File: src/rtl/add_ca_pkg.sv
// Shared constants and helpers for the add_ca carry-lookahead adder.
// Width must be a positive multiple of the group size.
package add_ca_pkg;

  localparam int GROUP_SIZE    = 4;
  localparam int DEFAULT_WIDTH = 4;

  function automatic int groupCount(input int width);
    return width / GROUP_SIZE;
  endfunction

endpackage

File: src/rtl/add_ca_cla4.sv
// The cla4 group: a 4-bit carry-lookahead slice. It produces sum bits plus the
// group propagate/generate pair, which the top-level lookahead unit consumes.
module add_ca_cla4 (
  input  logic [3:0] a,
  input  logic [3:0] b,
  input  logic       ci,
  output logic [3:0] s,
  output logic       P,
  output logic       G
);

  logic [3:0] w_p;
  logic [3:0] w_g;
  logic [3:0] w_c;

  assign w_p = a ^ b;
  assign w_g = a & b;

  // Every internal carry is a flat sum-of-products of p/g and ci, with no ripple.
  assign w_c[0] = ci;
  assign w_c[1] = w_g[0] | (w_p[0] & ci);
  assign w_c[2] = w_g[1] | (w_p[1] & w_g[0]) | (w_p[1] & w_p[0] & ci);
  assign w_c[3] = w_g[2] | (w_p[2] & w_g[1]) | (w_p[2] & w_p[1] & w_g[0])
                | (w_p[2] & w_p[1] & w_p[0] & ci);

  assign s = w_p ^ w_c;
  assign P = &w_p;
  assign G = w_g[3] | (w_p[3] & w_g[2]) | (w_p[3] & w_p[2] & w_g[1])
           | (w_p[3] & w_p[2] & w_p[1] & w_g[0]);

endmodule

File: src/rtl/add_ca.sv
// Registered carry-lookahead adder: {cout, q} = a + b + cin, one cycle after the
// operands are presented with in_valid. Groups of 4 bits are joined by lookahead.
module add_ca
  import add_ca_pkg::*;
#(
  parameter int WIDTH = DEFAULT_WIDTH
) (
  input  logic             clk,
  input  logic             rst,
  input  logic             in_valid,
  input  logic [WIDTH-1:0] a,
  input  logic [WIDTH-1:0] b,
  input  logic             cin,
  output logic             out_valid,
  output logic [WIDTH-1:0] q,
  output logic             cout
);

  localparam int NGROUPS = groupCount(WIDTH);

  generate
    if (WIDTH <= 0 || (WIDTH % GROUP_SIZE) != 0) begin : g_badWidth
      $error("add_ca: WIDTH must be a positive multiple of 4");
    end
  endgenerate

  logic [NGROUPS-1:0] w_groupP;
  logic [NGROUPS-1:0] w_groupG;
  logic [NGROUPS:0]   w_groupCarry;
  logic [WIDTH-1:0]   w_sum;

  logic               r_valid;
  logic [WIDTH-1:0]   r_q;
  logic               r_cout;

  genvar gi;
  generate
    for (gi = 0; gi < NGROUPS; gi++) begin : g_group
      add_ca_cla4 u_cla4 (
        .a  (a[gi*GROUP_SIZE +: GROUP_SIZE]),
        .b  (b[gi*GROUP_SIZE +: GROUP_SIZE]),
        .ci (w_groupCarry[gi]),
        .s  (w_sum[gi*GROUP_SIZE +: GROUP_SIZE]),
        .P  (w_groupP[gi]),
        .G  (w_groupG[gi])
      );
    end
  endgenerate

  // Second lookahead level: each group carry-in is the OR over lower groups of
  // G[j] gated by the AND of all P above j, plus cin gated by every P below.
  logic w_acc;
  logic w_prod;
  always_comb begin
    w_groupCarry    = '0;
    w_acc           = 1'b0;
    w_prod          = 1'b1;
    w_groupCarry[0] = cin;
    for (int k = 1; k <= NGROUPS; k++) begin
      w_acc  = 1'b0;
      w_prod = 1'b1;
      for (int j = k - 1; j >= 0; j--) begin
        w_acc  = w_acc | (w_prod & w_groupG[j]);
        w_prod = w_prod & w_groupP[j];
      end
      w_groupCarry[k] = w_acc | (w_prod & cin);
    end
  end

  always_ff @(posedge clk) begin
    if (rst) begin
      r_valid <= 1'b0;
      r_q     <= '0;
      r_cout  <= 1'b0;
    end else begin
      r_valid <= in_valid;
      if (in_valid) begin
        r_q    <= w_sum;
        r_cout <= w_groupCarry[NGROUPS];
      end
    end
  end

  assign out_valid = r_valid;
  assign q         = r_q;
  assign cout      = r_cout;

endmodule

File: config.mk
export PLATFORM = sky130hd
export DESIGN_NAME = add_ca
export DESIGN_NICKNAME = d
export VERILOG_FILES = /design/src/rtl/add_ca_pkg.sv /design/src/rtl/add_ca_cla4.sv /design/src/rtl/add_ca.sv
export SDC_FILE = /design/constraint.sdc
export NUM_CORES = 1
export LEC_CHECK = 0
export ABC_AREA = 1
export CAP_MARGIN = 5
export CORE_AREA = 3 3 40 42
export DETAILED_ROUTE_END_ITERATION = 16
export DIE_AREA = 0 0 43 45
export MAX_ROUTING_LAYER = met4
export PLACE_DENSITY_LB_ADDON = 0.2
export SYNTH_ARGS = -nofsm -noshare
export SYNTH_HDL_FRONTEND = slang
export SYNTH_SLANG_ARGS = --single-unit
File: constraint.sdc
create_clock -name clk -period 1.14 [get_ports clk]
set_input_delay 0.228 -clock clk [delete_from_list [all_inputs] [get_ports clk]]
set_output_delay 0.228 -clock clk [all_outputs]
set_load 0.01 [all_outputs]
After elaboration in Yosys (flattened, before gate mapping). Cells that the tools add are included. Widths: inputs -> output; s select.

Bitwise operators: 28. Reduce and logical (&&, ||, !) cells: 1.

Operator list (count): $and 1x1->1 (15); $or 1x1->1 (10); $xor 4x4->4 (2); $and 4x4->4 (1); $reduce_and 4->1 (1).

Bits of input ports: 12. Logic and storage cells: 32. Flip-flop bits (word level): 6. Output and inout bits: 6.

Longest topological paths before layout. Gate-level depths: netlist of the first run.

Depth after elaboration: 6. Mapped depth: 9. Mapped depth without buffers: 9.

Modules after synthesis. A second synthesis of the first run with hierarchy kept.

Cell total of the unflattened synthesis: 60. Area total of the unflattened synthesis: 410.4 sq um.

By module, submodules not included: add_ca (area each 209.0 sq um, seq. area each 120.1 sq um, cells each 28, instances 1); add_ca_cla4 (area each 201.4 sq um, seq. area each 0.0 sq um, cells each 32, instances 1).

Worst setup path after synthesis of the first run. Ideal clock, no wire load.

Kind: input to register. Start: input a[2]. End: register r_q[3] (netlist: q[3]). Library setup time: 0.109 ns. Path buffers: 0. Stages: 8. Data required time: 1.031 ns. Arrival time: 1.066 ns. Slack: -0.035 ns. Cell sequence: ha_1 -> or2_0 -> nand2_1 -> nand2_1 -> nand2_1 -> nand3_1 -> nand2_1 -> inv_1.

Word-level cells in the longest chain between the ends: 6.

Ends and longest elaborated chain: start: declaration (line add_ca.sv:11) `input logic [WIDTH-1:0] a,`; $xor 4x4->4 (line add_ca_cla4.sv:16) `assign w_p = a ^ b;`; $and 1x1->1 (on tied branches) (line add_ca_cla4.sv:23, add_ca_cla4.sv:24); $or 1x1->1, or another cell as far along (line add_ca_cla4.sv:23) `assign w_c[3] = w_g[2] | (w_p[2] & w_g[1]) | (w_p[2] & w_p[1] & w_g[0])`; $or 1x1->1 or $and 1x1->1 (tied branches) (line add_ca_cla4.sv:23, add_ca_cla4.sv:24); $or 1x1->1 (*) (line add_ca_cla4.sv:24) `| (w_p[2] & w_p[1] & w_p[0] & ci);`; $xor 4x4->4 (*) (line add_ca_cla4.sv:26) `assign s = w_p ^ w_c;`; end signal: assignment (line add_ca.sv:78) `r_q <= w_sum;`; end: declaration (line add_ca.sv:33) `logic [WIDTH-1:0] r_q;`.

Mark *: on every way between the ends. The rest lies on a longest branch, timed or not. A chain may end at the register's enable or synchronous reset.

Worst setup path after layout of the first run.
Start: input a[3]. End: register r_q[3] (netlist: q[3]).

Word-level cells in the longest chain between the ends: 2.

Ends and longest elaborated chain (line): $xor 4x4->4 (add_ca_cla4.sv:16); $xor 4x4->4 (add_ca_cla4.sv:26).

Every way passes these cells.

==> impl_metrics.py, run 1 <==
metrics = {
    "grt": {
        "grt_max_degree": 7,
        "grt-ovfl-total": 0,
        "grt_pass1_wl_mm": 1.40,
        "antenna_found_initial": 0,
        "grt_util_all_layers_pct": 10.3,
        "grt_pass1_vias": 362,
    },
    "route": {
        "drt_iter0_markers": 5,
        "drc_errors": 0,
        "drtPass1Iterations": 4,
        "wl_per_cell_um": 8.82,
        "drtAntennaViolNets": 0,
        "routed_wl_um": 829,
        "via_count": 412,
        "via_per_inst": 4.38,
    },
    "cts": {
        "hold_buffers": 0,
        "cts_root_buf": "clkbuf_4",
        "cts-htree-levels": 1,
        "cts.sinks": 6,
        "cts_tree": "yes",
        "cts_buffers": 3,
        "cts.reportedPaths.clkPinSlew_ns": 0.04,
        "cts.path.max_buffers": 2,
        "worstSkewPairLatency_ns": 0.24,
        "cts_setup_buffers": 0,
    },
    "setup_path": {
        "worstSetupPathType": "input pin to flop",
        "end_kind": "flop",
        "cp_top_family": "buffers and inverters",
        "crit_path_frequent_cell": "nand3_1",
        "worstPathCellList": "clkdlybuf4s50_1, ha_1, nand3_1, nand3_1, nand2_1, inv_1",
        "cp_slowest_cell": "clkdlybuf4s50_1",
        "cp_data_required_time_ns": 1.28,
        "cp-start-kind": "input pin",
        "cp.arrival_ns": 1.22,
        "rrSetupSlack_ns": 0.48,
        "critical_path.max_fanout": 3,
        "crit_path_max_incr_delay_ns": 0.40,
        "path_buf_inv": 2,
    },
    "placed_design": {
        "dpl.hpwl_um": 681,
        "numPortBuffers": 17,
        "placedCellCount": 91,
        "place_congestion": 0.791,
    },
    "pwr": {
        "p_per_area_mw_per_mm2": 968,
        "ir_worst_vdd_mv": 0.275,
        "cellLeakagePower_nw": 0.355,
    },
    "synthesis": {
        "seq_area_frac_synth_pct": 30.6,
        "ys_types": 16,
        "netlist_instances": 54,
        "syn_area_um2": 393,
        "avgSynthCellArea_um2": 7.28,
        "syn_nets": 71,
        "yosys_warnings": 0,
        "ys_ff_latch": 6,
    },
    "timing": {
        "whs_ns": 0.501,
        "fmax_ghz": 0.931,
        "fin_skew_ns": 0,
        "hold_viol": 0,
        "min_period_over_period_pct": 94.2,
        "fin_crit_ns": 1.07,
        "drv_slew": 0,
        "setup_violations": 0,
        "max_slew_margin_pct": 83.1,
        "rsz0062_at_grt": "no",
        "tightest_slew_ns": 0.253,
    },
    "floorplan": {
        "start_util_pct": 30.6,
        "die_h_um": 45,
        "die_area_mm2": 0.00194,
        "die_w_um": 43,
        "num_io_pins": 18,
        "core_mm2": 0.00128,
        "num_rows": 13,
    },
    "finish": {
        "syn2layout_area_growth_pct": 68.8,
        "final_util_pct": 51.6,
        "diodes": 0,
        "final_cells": 94,
        "finalNetCount": 98,
        "fill_cells": 144,
        "drive_gt1_share_pct": 22.8,
    },
    "outcome": {
        "status": "finished, final reports clean",
    },
    "job": {
        "cap_violations": 0,
    },
    "hold_path": {
        "hold_path.class": "flop to flop",
    },
}
-- metrics by stage --
stage	worst slack, ns	total power [W]	area [um^2]	setup TNS [ns]
after global placement	-0.493	0.000452	626	-2.10
after CTS	0.0205	0.000650	653	0
after global routing	0.000199	0.000701	663	0
after detailed placement	-0.520	0.000455	626	-2.24
final	0.0662	0.000642	663	0
after floorplan	0.0277	0.000346	405	0
-- state kept, by name (all words and copies together), names as in the netlist --
signal and flops:
cout 1, q 4, out_valid 1
-- cells by family after synthesis --
group | Yosys count | share of synthesized area (%)
flops | 6 | 30.6
xor+xnor | 1 | 2.23
simple gates | 27 | 29.9
fa+ha+maj | 5 | 17.8
buf+inv | 11 | 13.1
compound gates | 4 | 6.37
-- cells in the mapped netlist --
cell type,number,area share [%]
clkbuf_8,1,3.5
inv_1,10,9.6
nand2_1,8,7.6
a21oi_1,1,1.3
nand3_1,5,6.4
nand2_2,1,1.6
ha_1,4,13
or2_0,1,1.6
nor2_1,10,9.6
a211oi_1,1,1.9
nand4_1,2,3.2
dfxtp_1,6,31
fa_1,1,5.1
o21ai_0,1,1.3
xnor2_1,1,2.2
o21bai_1,1,1.9
-- power breakdown --
group          total (W)  switching [W]  leakage (nW)  internal [W]
registers       0.000235     0.00000684        0.0499      0.000228
logic           0.000213      0.0000977         0.292      0.000115
clock network   0.000194      0.0000751        0.0138      0.000119
-- cell usage in the layout, fill, tap and decap left out, types with 2 or more instances in the layout --
| master | n |
|---|---|
| nor2_1 | 10 |
| ha_1 | 2 |
| clkdlybuf4s15_1 | 2 |
| dfxtp_1 | 6 |
| nand2_1 | 5 |
| buf_4 | 6 |
| dlygate4sd2_1 | 10 |
| ha_4 | 2 |
| nand3_1 | 5 |
| clkbuf_4 | 3 |
| nand2_2 | 3 |
| nand4_1 | 2 |
| inv_1 | 10 |
| clkdlybuf4s50_1 | 4 |
-- worst paths after layout --
kind	from	to	cells after the start
worst max-delay path	a[3]	q[3]	6
worst min-delay path	cout	cout	2
worst max register to register	q[1]	q[1]	4
worst min register to register	cout	cout	2
-- layout make-up --
class	instances	area (um^2)	share of cell area (%)
timing repair buffer	23	198	29.8
clock buffer	3	22.5	3.40
tap	15	18.8	2.83
multi-input combinational	37	267	40.2
inverter	10	37.5	5.66
sequential	6	120	18.1
-- worst min-delay path, cell delays in order, from the launching register on --
cell and delay, ns:
dfxtp_1 0.30, o21bai_1 0.12, a21oi_1 0.04
-- repair_timing --
action,in CTS,in global routing
pin swaps,4,6
hold endpoints to repair,0,0
setup endpoints to repair,11,1
gates resized for setup,18,7
-- layer usage --
metal	track usage, %	vias up	share of wire (%)
met5	-	-	0
met4	7.23	0	1.3
met3	4.78	2	5.7
met2	15.6	12	49
met1	10.7	179	43
li1	-	219	-
Note: power is estimated with default switching activity, not from simulation.
==> run 2: changes to the inputs <==
GPL_ROUTABILITY_DRIVEN = 0   (was default)
SLEW_MARGIN = 10   (was default)
==> results of run 2 <==
Same layout as run 1: the final DEF is identical, and so are final timing and power.
==> run 3: changes to the inputs <==
ABC_CLOCK_PERIOD_IN_PS = 1140   (was default)
==> results of run 3 <==
Same layout as run 1: the final DEF is identical, and so are final timing and power.
